File: src/rtl/ext_pipe_if.sv
// Handshake bundle for ext_pipe: request side (in_*), flush, and result side (out_*).
interface ext_pipe_if #(
  parameter int unsigned OUT_W = 32
);
  localparam int unsigned LANE_W = $clog2(OUT_W / 8);

  logic              in_valid;
  logic              in_ready;
  logic [OUT_W-1:0]  in_data;
  logic [2:0]        in_mode;
  logic [LANE_W-1:0] in_lane;
  logic              flush;
  logic              out_valid;
  logic              out_ready;
  logic [OUT_W-1:0]  out_data;
  logic              out_misalign;

  // Producer/consumer side of the pipe.
  modport master (
    output in_valid, in_data, in_mode, in_lane, flush, out_ready,
    input  in_ready, out_valid, out_data, out_misalign
  );

  // The extender itself.
  modport slave (
    input  in_valid, in_data, in_mode, in_lane, flush, out_ready,
    output in_ready, out_valid, out_data, out_misalign
  );
endinterface

File: src/rtl/ext_pipe.sv
// Pipelined immediate / load-data extender. The extension is computed combinationally
// on the request and captured into slot 0; STAGES valid/ready slots follow.
module ext_pipe #(
  parameter int unsigned IN_W   = 16,
  parameter int unsigned OUT_W  = 32,
  parameter int unsigned STAGES = 1
) (
  input logic       clk,
  input logic       reset,
  ext_pipe_if.slave bus
);
  localparam int unsigned LANE_W = $clog2(OUT_W / 8);

  typedef enum logic [2:0] {
    ModeSign  = 3'd0,
    ModeZero  = 3'd1,
    ModeLui   = 3'd2,
    ModeByteS = 3'd3,
    ModeByteU = 3'd4,
    ModeHalfS = 3'd5,
    ModeHalfU = 3'd6,
    ModeRsvd  = 3'd7
  } mode_e;

  logic [IN_W-1:0]   imm;
  logic [LANE_W-1:0] half_lane;
  logic [7:0]        byte_val;
  logic [15:0]       half_val;
  logic [OUT_W-1:0]  ext_data;
  logic              ext_mis;

  logic [STAGES:0]   ready;
  logic              in_ready;
  logic              in_fire;

  logic [STAGES-1:0] valid_q, valid_d;
  logic [STAGES-1:0] mis_q, mis_d;
  logic [OUT_W-1:0]  data_q [STAGES];
  logic [OUT_W-1:0]  data_d [STAGES];

  // Extension function on the incoming request.
  always_comb begin
    imm       = bus.in_data[IN_W-1:0];
    // Halfwords are taken from the even lane; an odd lane only raises the flag.
    half_lane = bus.in_lane & ~LANE_W'(1);
    byte_val  = 8'(bus.in_data >> {bus.in_lane, 3'b000});
    half_val  = 16'(bus.in_data >> {half_lane, 3'b000});
    ext_data  = '0;
    ext_mis   = 1'b0;
    unique case (mode_e'(bus.in_mode))
      ModeSign:  ext_data = OUT_W'($signed(imm));
      ModeZero:  ext_data = OUT_W'(imm);
      ModeLui:   ext_data = OUT_W'(imm) << (OUT_W - IN_W);
      ModeByteS: ext_data = OUT_W'($signed(byte_val));
      ModeByteU: ext_data = OUT_W'(byte_val);
      ModeHalfS: begin
        ext_data = OUT_W'($signed(half_val));
        ext_mis  = bus.in_lane[0];
      end
      ModeHalfU: begin
        ext_data = OUT_W'(half_val);
        ext_mis  = bus.in_lane[0];
      end
      ModeRsvd: begin
        ext_data = '0;
        ext_mis  = 1'b1;
      end
      default: begin
        ext_data = '0;
        ext_mis  = 1'b0;
      end
    endcase
  end

  // Slot k can accept when it or any slot downstream of it has a free place, or the
  // consumer takes the head. Written flat to keep the chain free of self-loops.
  always_comb begin
    logic r;
    for (int k = 0; k <= STAGES; k++) begin
      r = bus.out_ready;
      for (int j = k; j < STAGES; j++) begin
        r = r | ~valid_q[j];
      end
      ready[k] = r;
    end
    in_ready = ready[0] & ~bus.flush;
    in_fire  = bus.in_valid & in_ready;
  end

  // Slot advance; flush only clears valids, payload registers keep their contents.
  always_comb begin
    logic             up_valid;
    logic [OUT_W-1:0] up_data;
    logic             up_mis;
    for (int k = 0; k < STAGES; k++) begin
      valid_d[k] = valid_q[k];
      data_d[k]  = data_q[k];
      mis_d[k]   = mis_q[k];
      if (k == 0) begin
        up_valid = in_fire;
        up_data  = ext_data;
        up_mis   = ext_mis;
      end else begin
        up_valid = valid_q[k-1];
        up_data  = data_q[k-1];
        up_mis   = mis_q[k-1];
      end
      if (bus.flush) begin
        valid_d[k] = 1'b0;
      end else if (ready[k]) begin
        valid_d[k] = up_valid;
        if (up_valid) begin
          data_d[k] = up_data;
          mis_d[k]  = up_mis;
        end
      end
    end
  end

  // Slot registers with asynchronous clear.
  always_ff @(posedge clk or posedge reset) begin
    if (reset) begin
      valid_q <= '0;
      mis_q   <= '0;
      for (int k = 0; k < STAGES; k++) begin
        data_q[k] <= '0;
      end
    end else begin
      valid_q <= valid_d;
      mis_q   <= mis_d;
      for (int k = 0; k < STAGES; k++) begin
        data_q[k] <= data_d[k];
      end
    end
  end

  // Interface outputs come straight from the last slot.
  always_comb begin
    bus.in_ready     = in_ready;
    bus.out_valid    = valid_q[STAGES-1];
    bus.out_data     = data_q[STAGES-1];
    bus.out_misalign = mis_q[STAGES-1];
  end
endmodule

File: src/flat_wrapper.sv
// flat-port wrapper written by rule: the top's interface ports become plain ports
module ext_pipe_flat 
#(
  parameter int unsigned IN_W   = 16,
  parameter int unsigned OUT_W  = 32,
  parameter int unsigned STAGES = 1
)
  (clk, reset, bus_in_valid, bus_in_data, bus_in_mode, bus_in_lane, bus_flush, bus_out_ready, bus_in_ready, bus_out_valid, bus_out_data, bus_out_misalign);
  ext_pipe_if #(.OUT_W(OUT_W)) bus_i ();
  input logic clk;
  input logic reset;
  input wire logic [$bits(bus_i.in_valid)-1:0] bus_in_valid;
  input wire logic [$bits(bus_i.in_data)-1:0] bus_in_data;
  input wire logic [$bits(bus_i.in_mode)-1:0] bus_in_mode;
  input wire logic [$bits(bus_i.in_lane)-1:0] bus_in_lane;
  input wire logic [$bits(bus_i.flush)-1:0] bus_flush;
  input wire logic [$bits(bus_i.out_ready)-1:0] bus_out_ready;
  output wire logic [$bits(bus_i.in_ready)-1:0] bus_in_ready;
  output wire logic [$bits(bus_i.out_valid)-1:0] bus_out_valid;
  output wire logic [$bits(bus_i.out_data)-1:0] bus_out_data;
  output wire logic [$bits(bus_i.out_misalign)-1:0] bus_out_misalign;
  assign bus_i.in_valid = bus_in_valid;
  assign bus_i.in_data = bus_in_data;
  assign bus_i.in_mode = bus_in_mode;
  assign bus_i.in_lane = bus_in_lane;
  assign bus_i.flush = bus_flush;
  assign bus_i.out_ready = bus_out_ready;
  assign bus_in_ready = bus_i.in_ready;
  assign bus_out_valid = bus_i.out_valid;
  assign bus_out_data = bus_i.out_data;
  assign bus_out_misalign = bus_i.out_misalign;
  ext_pipe #(.IN_W(IN_W), .OUT_W(OUT_W), .STAGES(STAGES)) u_core (.clk(clk), .reset(reset), .bus(bus_i));
endmodule
File: config.mk
export PLATFORM = sky130hd
export DESIGN_NAME = ext_pipe_flat
export DESIGN_NICKNAME = d
export VERILOG_FILES = /design/src/rtl/ext_pipe_if.sv /design/src/rtl/ext_pipe.sv /design/src/flat_wrapper.sv
export SDC_FILE = /design/constraint.sdc
export NUM_CORES = 1
export LEC_CHECK = 0
export CAP_MARGIN = 5
export CORE_ASPECT_RATIO = 0.75
export CORE_MARGIN = 2
export CORE_UTILIZATION = 35
export CTS_CLUSTER_DIAMETER = 80
export DETAILED_ROUTE_END_ITERATION = 12
export PLACE_DENSITY_LB_ADDON = 0.25
export SYNTH_ARGS = -nofsm -noshare
export SYNTH_HDL_FRONTEND = slang
export SYNTH_SLANG_ARGS = --single-unit
File: constraint.sdc
create_clock -name clk -period 2.4 [get_ports clk]
set_input_delay 0.24 -clock clk [delete_from_list [all_inputs] [get_ports clk]]
set_output_delay 0.24 -clock clk [all_outputs]
set_load 0.01 [all_outputs]
==> results of run 1 <==
-- cell type report --
type                    instances  area, um^2
clock buffers                   5        68.8
multi-input cells             170        1110
flip-flops and latches         34         851
inverters                       2        7.51
clock inverters                 3        68.8
repair buffers                 91         873
fillers                       514        2660
well taps                      78        97.6
-- cell usage after synthesis, drive strengths merged, types with 3 or more instances --
cell | instances | area [um^2]
clkbuf | 10 | 37.5
nand2b | 5 | 31.3
a21oi | 27 | 135
a32oi | 8 | 70.1
mux2 | 9 | 101
o21ai | 7 | 35.0
nand2 | 33 | 124
dfrtp | 34 | 851
nor2 | 39 | 146
mux4 | 8 | 206
nor2b | 3 | 26.3
buf | 5 | 37.5
a31oi | 15 | 93.8
-- critical path: cells and delay by family --
family | cells | cell delay, ns
compound gates | 1 | 0.09
mux | 1 | 0.37
simple gates | 2 | 0.39
buf+inv | 2 | 0.90
-- state kept, by name, indices dropped and copies added (netlist names) --
register                 count
u_core.bus.out_misalign      1
u_core.bus.out_data         32
u_core.bus.out_valid         1
-- power breakdown --
part | switching [uW] | total [uW] | internal (uW)
clock | 225 | 642 | 416
sequential | 57.9 | 728 | 670
combinational | 264 | 607 | 343
total | 547 | 1980 | 1430
-- worst max-delay path by stage --
stage                    from                       to  slack [ns]  cells after the start
2_1_floorplan  bus_in_lane[0]  u_core.bus.out_data[16]        0.69                      6
3_3_place_gp   bus_in_lane[0]  u_core.bus.out_data[25]        0.27                      6
3_5_place_dp   bus_in_lane[1]  u_core.bus.out_data[28]        0.25                      6
4_1_cts        bus_in_lane[1]  u_core.bus.out_data[28]        0.56                      6
5_1_grt        bus_in_lane[1]  u_core.bus.out_data[18]        0.46                      6
6_report       bus_in_lane[1]  u_core.bus.out_data[28]        0.57                      6
-- layer usage --
| metal | GRT usage [%] | vias to the layer above | part of all wire, % |
|---|---|---|---|
| li1 | - | 975 | - |
| met1 | 32.8 | 953 | 47 |
| met2 | 26.6 | 104 | 43 |
| met3 | 4.75 | 2 | 10 |
| met4 | 4.64 | 0 | 0.27 |
| met5 | 0 | - | 0 |
-- per-stage QoR --
step,total power (uW),instances
after floorplan,991,221
after detailed placement,1350,375
after CTS,2000,383
after global routing,2080,383
after global placement,1340,375
final,1980,383
-- cells by family (layout without fill, tap and decap cells) --
kind of cell | Yosys count | in the layout | synth area share, %
AND/OR/NAND/NOR | 89 | 89 | 19.8
adder cells (fa/ha/maj) | 1 | 1 | 0.490
flip-flops | 34 | 34 | 41.7
AO/OA/AOI/OAI | 62 | 62 | 18.4
multiplexers | 18 | 18 | 15.6
buffers and inverters | 17 | 101 | 4.04
==> summary.md, run 1 <==
| Metric | Value |
|---|---|
| CP Launch Type | `primary input` |
| Vias in the first global route | `1920` |
| Leakage | `0.00121 uW` |
| Vias per std cell | `5.31` |
| Residual DRC | `0` |
| Htree depth | `2` |
| DRT Pass-1 Iters | `4` |
| Max Clock Freq | `546 MHz` |
| Die span in y | `70.2 um` |
| Ys async rst share | `100%` |
| DRT Wirelength | `6360 um` |
| Area after DPL | `0.00294 mm^2` |
| Endpoints failing setup | `0` |
| Crit path max fanout | `15` |
| CTS buffer count | `5` |
| Util after Layout | `53.6%` |
| Clock transition at path regs | `0.08 ns` |
| Outcome | `finished, final reports clean` |
| Core area | `0.00574 mm^2` |
| Post-cts sizing count | `0` |
| Largest net degree at the start of global routing | `36` |
| Yosys cell types | `34` |
| Gr ovfl total | `0` |
| Fin area | `0.00308 mm^2` |
| Die W | `92.2 um` |
| # port buffers | `76` |
| Hpwl dp | `4660 um` |
| R2R depth | `5` |
| Initial drt markers | `178` |
| Worst stage delay on the critical path | `0.66 ns` |
| Max-slew violations | `0` |
| CP arrival | `2.00 ns` |
| Crit end category | `register` |
| Main synth FF type | `dfrtp_1` |
| Antenna viol nets, final | `0` |
| Number of enable flip-flop cells after synthesis | `0` |
| CTS tree | `yes` |
| Slew margin rel. | `65.7%` |
| Wire per inst | `16.6 um` |
| Commonest non-fill, non-tap cell in the layout | `clkdlybuf4s50_1` |
| Area grow syn2layout | `50.6%` |
| Layout cells sized above 1 | `11.5%` |
| #FFs+latches synth | `34` |
| Sum Neg Setup Slack | `0 ns` |
| Vias | `2034` |
| Initial core utilization | `35.6%` |
| Seq/Total Area, Yosys | `41.7%` |
| CTS root buffer | `clkbuf_8` |
| Hold buffer count at CTS | `0` |
| Clock buffer depth | `2` |
| Rows | `24` |
| Max Cap Violations | `0` |
| Final Wtd Congestion | `0.901` |
| Worst hold-check path type | `in -> async` |
| Clk_lat worst skew | `0.29 ns` |
| DP Worst Slack | `0.248 ns` |
| Nets | `346` |
| Most frequent cells in the layout | `76 x clkdlybuf4s50_1, 39 x nor2_1, 34 x dfrtp_1` |
| Syn_area_per_cell | `9.24 um^2` |
| R2R Setup Slk | `1.01 ns` |
| RSZ-0062 raised after global routing | `no` |
| Hold Slack | `0.348 ns` |
| First-pass GRT wire length | `10200 um` |
| Cell Pwr Density | `643 mW/mm^2` |
| Critical R2R Capture | `u_core.bus.out_data[28]` |
| Synth warn | `0` |
| I/O pin count | `77` |
| Maximum VDD drop | `0.353 mV` |
| CP max stage cell | `clkdlybuf4s50_1` |
| Setup ws final | `0.568 ns` |
| Gr usage total | `20.2%` |
| Worst Tran Pin Value | `0.508 ns` |
| Crit Path Class | `in -> reg` |
| Die area | `0.00647 mm^2` |
| Post-CTS Setup Bufs | `0` |
| Clock skew | `0.0129 ns` |
| CTS Sinks | `34` |
| Req. time, crit path | `2.57 ns` |
| Minimum clock period | `1.83 ns` |
| Fin. Hold Viols | `0` |
| # diodes | `0` |
| Mapped Area | `0.00204 mm^2` |
| Initial antenna violation count | `0` |
| Worst reg2reg startpoint | `u_core.bus.out_valid` |
| Crit share post-route | `76.3%` |
| Post-synth net total | `263` |
| Worst path cell trace | `clkdlybuf4s50_1, mux4_2, nor2b_4, nor4_4, buf_4, a21oi_1` |
| Synth Instances | `221` |
(Power assumes the default switching activity.)
==> inputs of run 2 (changes only) <==
==> constraint.sdc (replaced) <==
create_clock -name clk -period 1.8 [get_ports clk]
set_input_delay 0.18 -clock clk [delete_from_list [all_inputs] [get_ports clk]]
set_output_delay 0.18 -clock clk [all_outputs]
set_load 0.01 [all_outputs]
==> summary.md, run 2 (synthesized netlist as in run 1, its figures left out) <==
| Metric | Value |
|---|---|
| Outcome | `finished, final reports clean` |
| CP arrival | `1.85 ns` |
| Hpwl dp | `5010 um` |
| Crit share post-route | `93.0%` |
| Clk_lat worst skew | `0.30 ns` |
| Largest net degree at the start of global routing | `36` |
| Cell Pwr Density | `789 mW/mm^2` |
| Max Clock Freq | `597 MHz` |
| Buf/Inv on CP | `3` |
| Final Wtd Congestion | `0.889` |
| I/O pin count | `77` |
| Antenna viol nets, final | `0` |
| CP dominant cell by count | `buf_4` |
| DP Worst Slack | `-0.357 ns` |
| Wire per inst | `16.5 um` |
| Initial core utilization | `35.6%` |
| Vias per std cell | `5.32` |
| Worst stage delay on the critical path | `0.50 ns` |
| Max-slew violations | `0` |
| Setup ws final | `0.126 ns` |
| Rows | `24` |
| Sum Neg Setup Slack | `0 ns` |
| CTS root buffer | `clkbuf_8` |
| Endpoints failing setup | `0` |
| CTS buffer count | `5` |
| Residual DRC | `0` |
| Vias | `2156` |
| Post-CTS Setup Bufs | `0` |
| Leakage | `0.00131 uW` |
| R2R Setup Slk | `0.46 ns` |
| Nets | `368` |
| Max FFs per register | `32` |
| Crit path max fanout | `8` |
| Layout cells sized above 1 | `17.4%` |
| Maximum VDD drop | `0.432 mV` |
| Largest delay share family, worst path | `buffers and inverters` |
| Core area | `0.00574 mm^2` |
| Critical R2R Capture | `u_core.bus.out_data[23]` |
| Initial antenna violation count | `0` |
| Gr ovfl total | `0` |
| Vias in the first global route | `2072` |
| CTS Sinks | `34` |
| CTS tree | `yes` |
| Commonest non-fill, non-tap cell in the layout | `clkdlybuf4s50_1` |
| Inst Count DP | `397` |
| DRT Wirelength | `6670 um` |
| Crit Path Class | `in -> reg` |
| First-pass GRT wire length | `10700 um` |
| Worst reg2reg startpoint | `u_core.bus.out_valid` |
| Gr usage total | `21.2%` |
| Worst path cell trace | `clkdlybuf4s50_1, buf_4, mux4_1, a222oi_1, buf_4, a21oi_1` |
| Fin area | `0.00324 mm^2` |
| Area after DPL | `0.00313 mm^2` |
| Worst hold-check path type | `in -> async` |
| Hold buffer count at CTS | `0` |
| Clock buffer depth | `2` |
| Fin. Hold Viols | `0` |
| R2R depth | `5` |
| DRT Pass-1 Iters | `5` |
| Non-Filler Instances | `405` |
| Die W | `92.2 um` |
| CP max stage cell | `clkdlybuf4s50_1` |
| Htree depth | `2` |
| Max Cap Violations | `0` |
| CP Launch Type | `primary input` |
| Clock transition at path regs | `0.08 ns` |
| Minimum clock period | `1.67 ns` |
| Crit end category | `register` |
| Die area | `0.00647 mm^2` |
| # diodes | `0` |
| Most frequent cells in the layout | `75 x clkdlybuf4s50_1, 39 x nor2_1, 35 x buf_4` |
| Initial drt markers | `259` |
| Area grow syn2layout | `58.7%` |
| Worst Tran Pin Value | `0.488 ns` |
| RSZ-0062 raised after global routing | `no` |
| Req. time, crit path | `1.97 ns` |
| Util after Layout | `56.5%` |
| Clock skew | `0.0107 ns` |
| Die span in y | `70.2 um` |
| Slew margin rel. | `67.5%` |
| # port buffers | `76` |
run 2: area by class of cell:
type	count	area (um^2)
well taps	78	97.6
inverters	2	7.51
clock buffers	5	68.8
flip-flops and latches	34	851
clock inverters	3	45.0
fillers	526	2490
multi-input cells	170	1110
repair buffers	113	1060
run 2: worst max path at each step:
stage | from | depth (start not counted) | end
floorplan | bus_in_lane[0] | 6 | u_core.bus.out_data[16]
global placement | bus_in_lane[1] | 5 | u_core.bus.out_data[0]
detailed placement | bus_in_lane[1] | 5 | u_core.bus.out_data[0]
CTS | bus_in_lane[0] | 6 | u_core.bus.out_data[21]
global route | bus_in_lane[0] | 6 | u_core.bus.out_data[0]
finish | bus_in_lane[0] | 6 | u_core.bus.out_data[0]
run 2: power by group:
group	switching (uW)	total (uW)	internal [uW]
Clock	318	730	412
Sequential	77.5	970	893
Combinational	365	858	493
run 2: tightest hold or removal path, cell delays in order:
cell and delay (ns):
clkdlybuf4s50_1 0.40, inv_1 0.05, buf_4 0.38
run 2: timing repair:
| item | in CTS | in global routing |
|---|---|---|
| endpoints found under the setup margin | 1 | 13 |
| gates resized for setup | 1 | 0 |
| pin swaps | 1 | 1 |
run 2: per-stage QoR:
stage / hold slack [ns] / total power (uW)
3_5_place_dp: 0.469 / 1840
3_3_place_gp: 0.457 / 1830
2_1_floorplan: 0.246 / 1320
5_1_grt: 0.314 / 2680
4_1_cts: 0.290 / 2570
6_report: 0.279 / 2560
run 2: per-layer routing:
layer  up-vias  wire [um]  part of all wire, %  global-route usage (%)
met5         -          0                    0                       0
met4         0         98                  1.5                    7.79
met3        11        611                  9.2                    6.04
met2       113       2790                   42                    29.0
met1      1015       3170                   48                    31.8
li1       1017          -                    -                       -
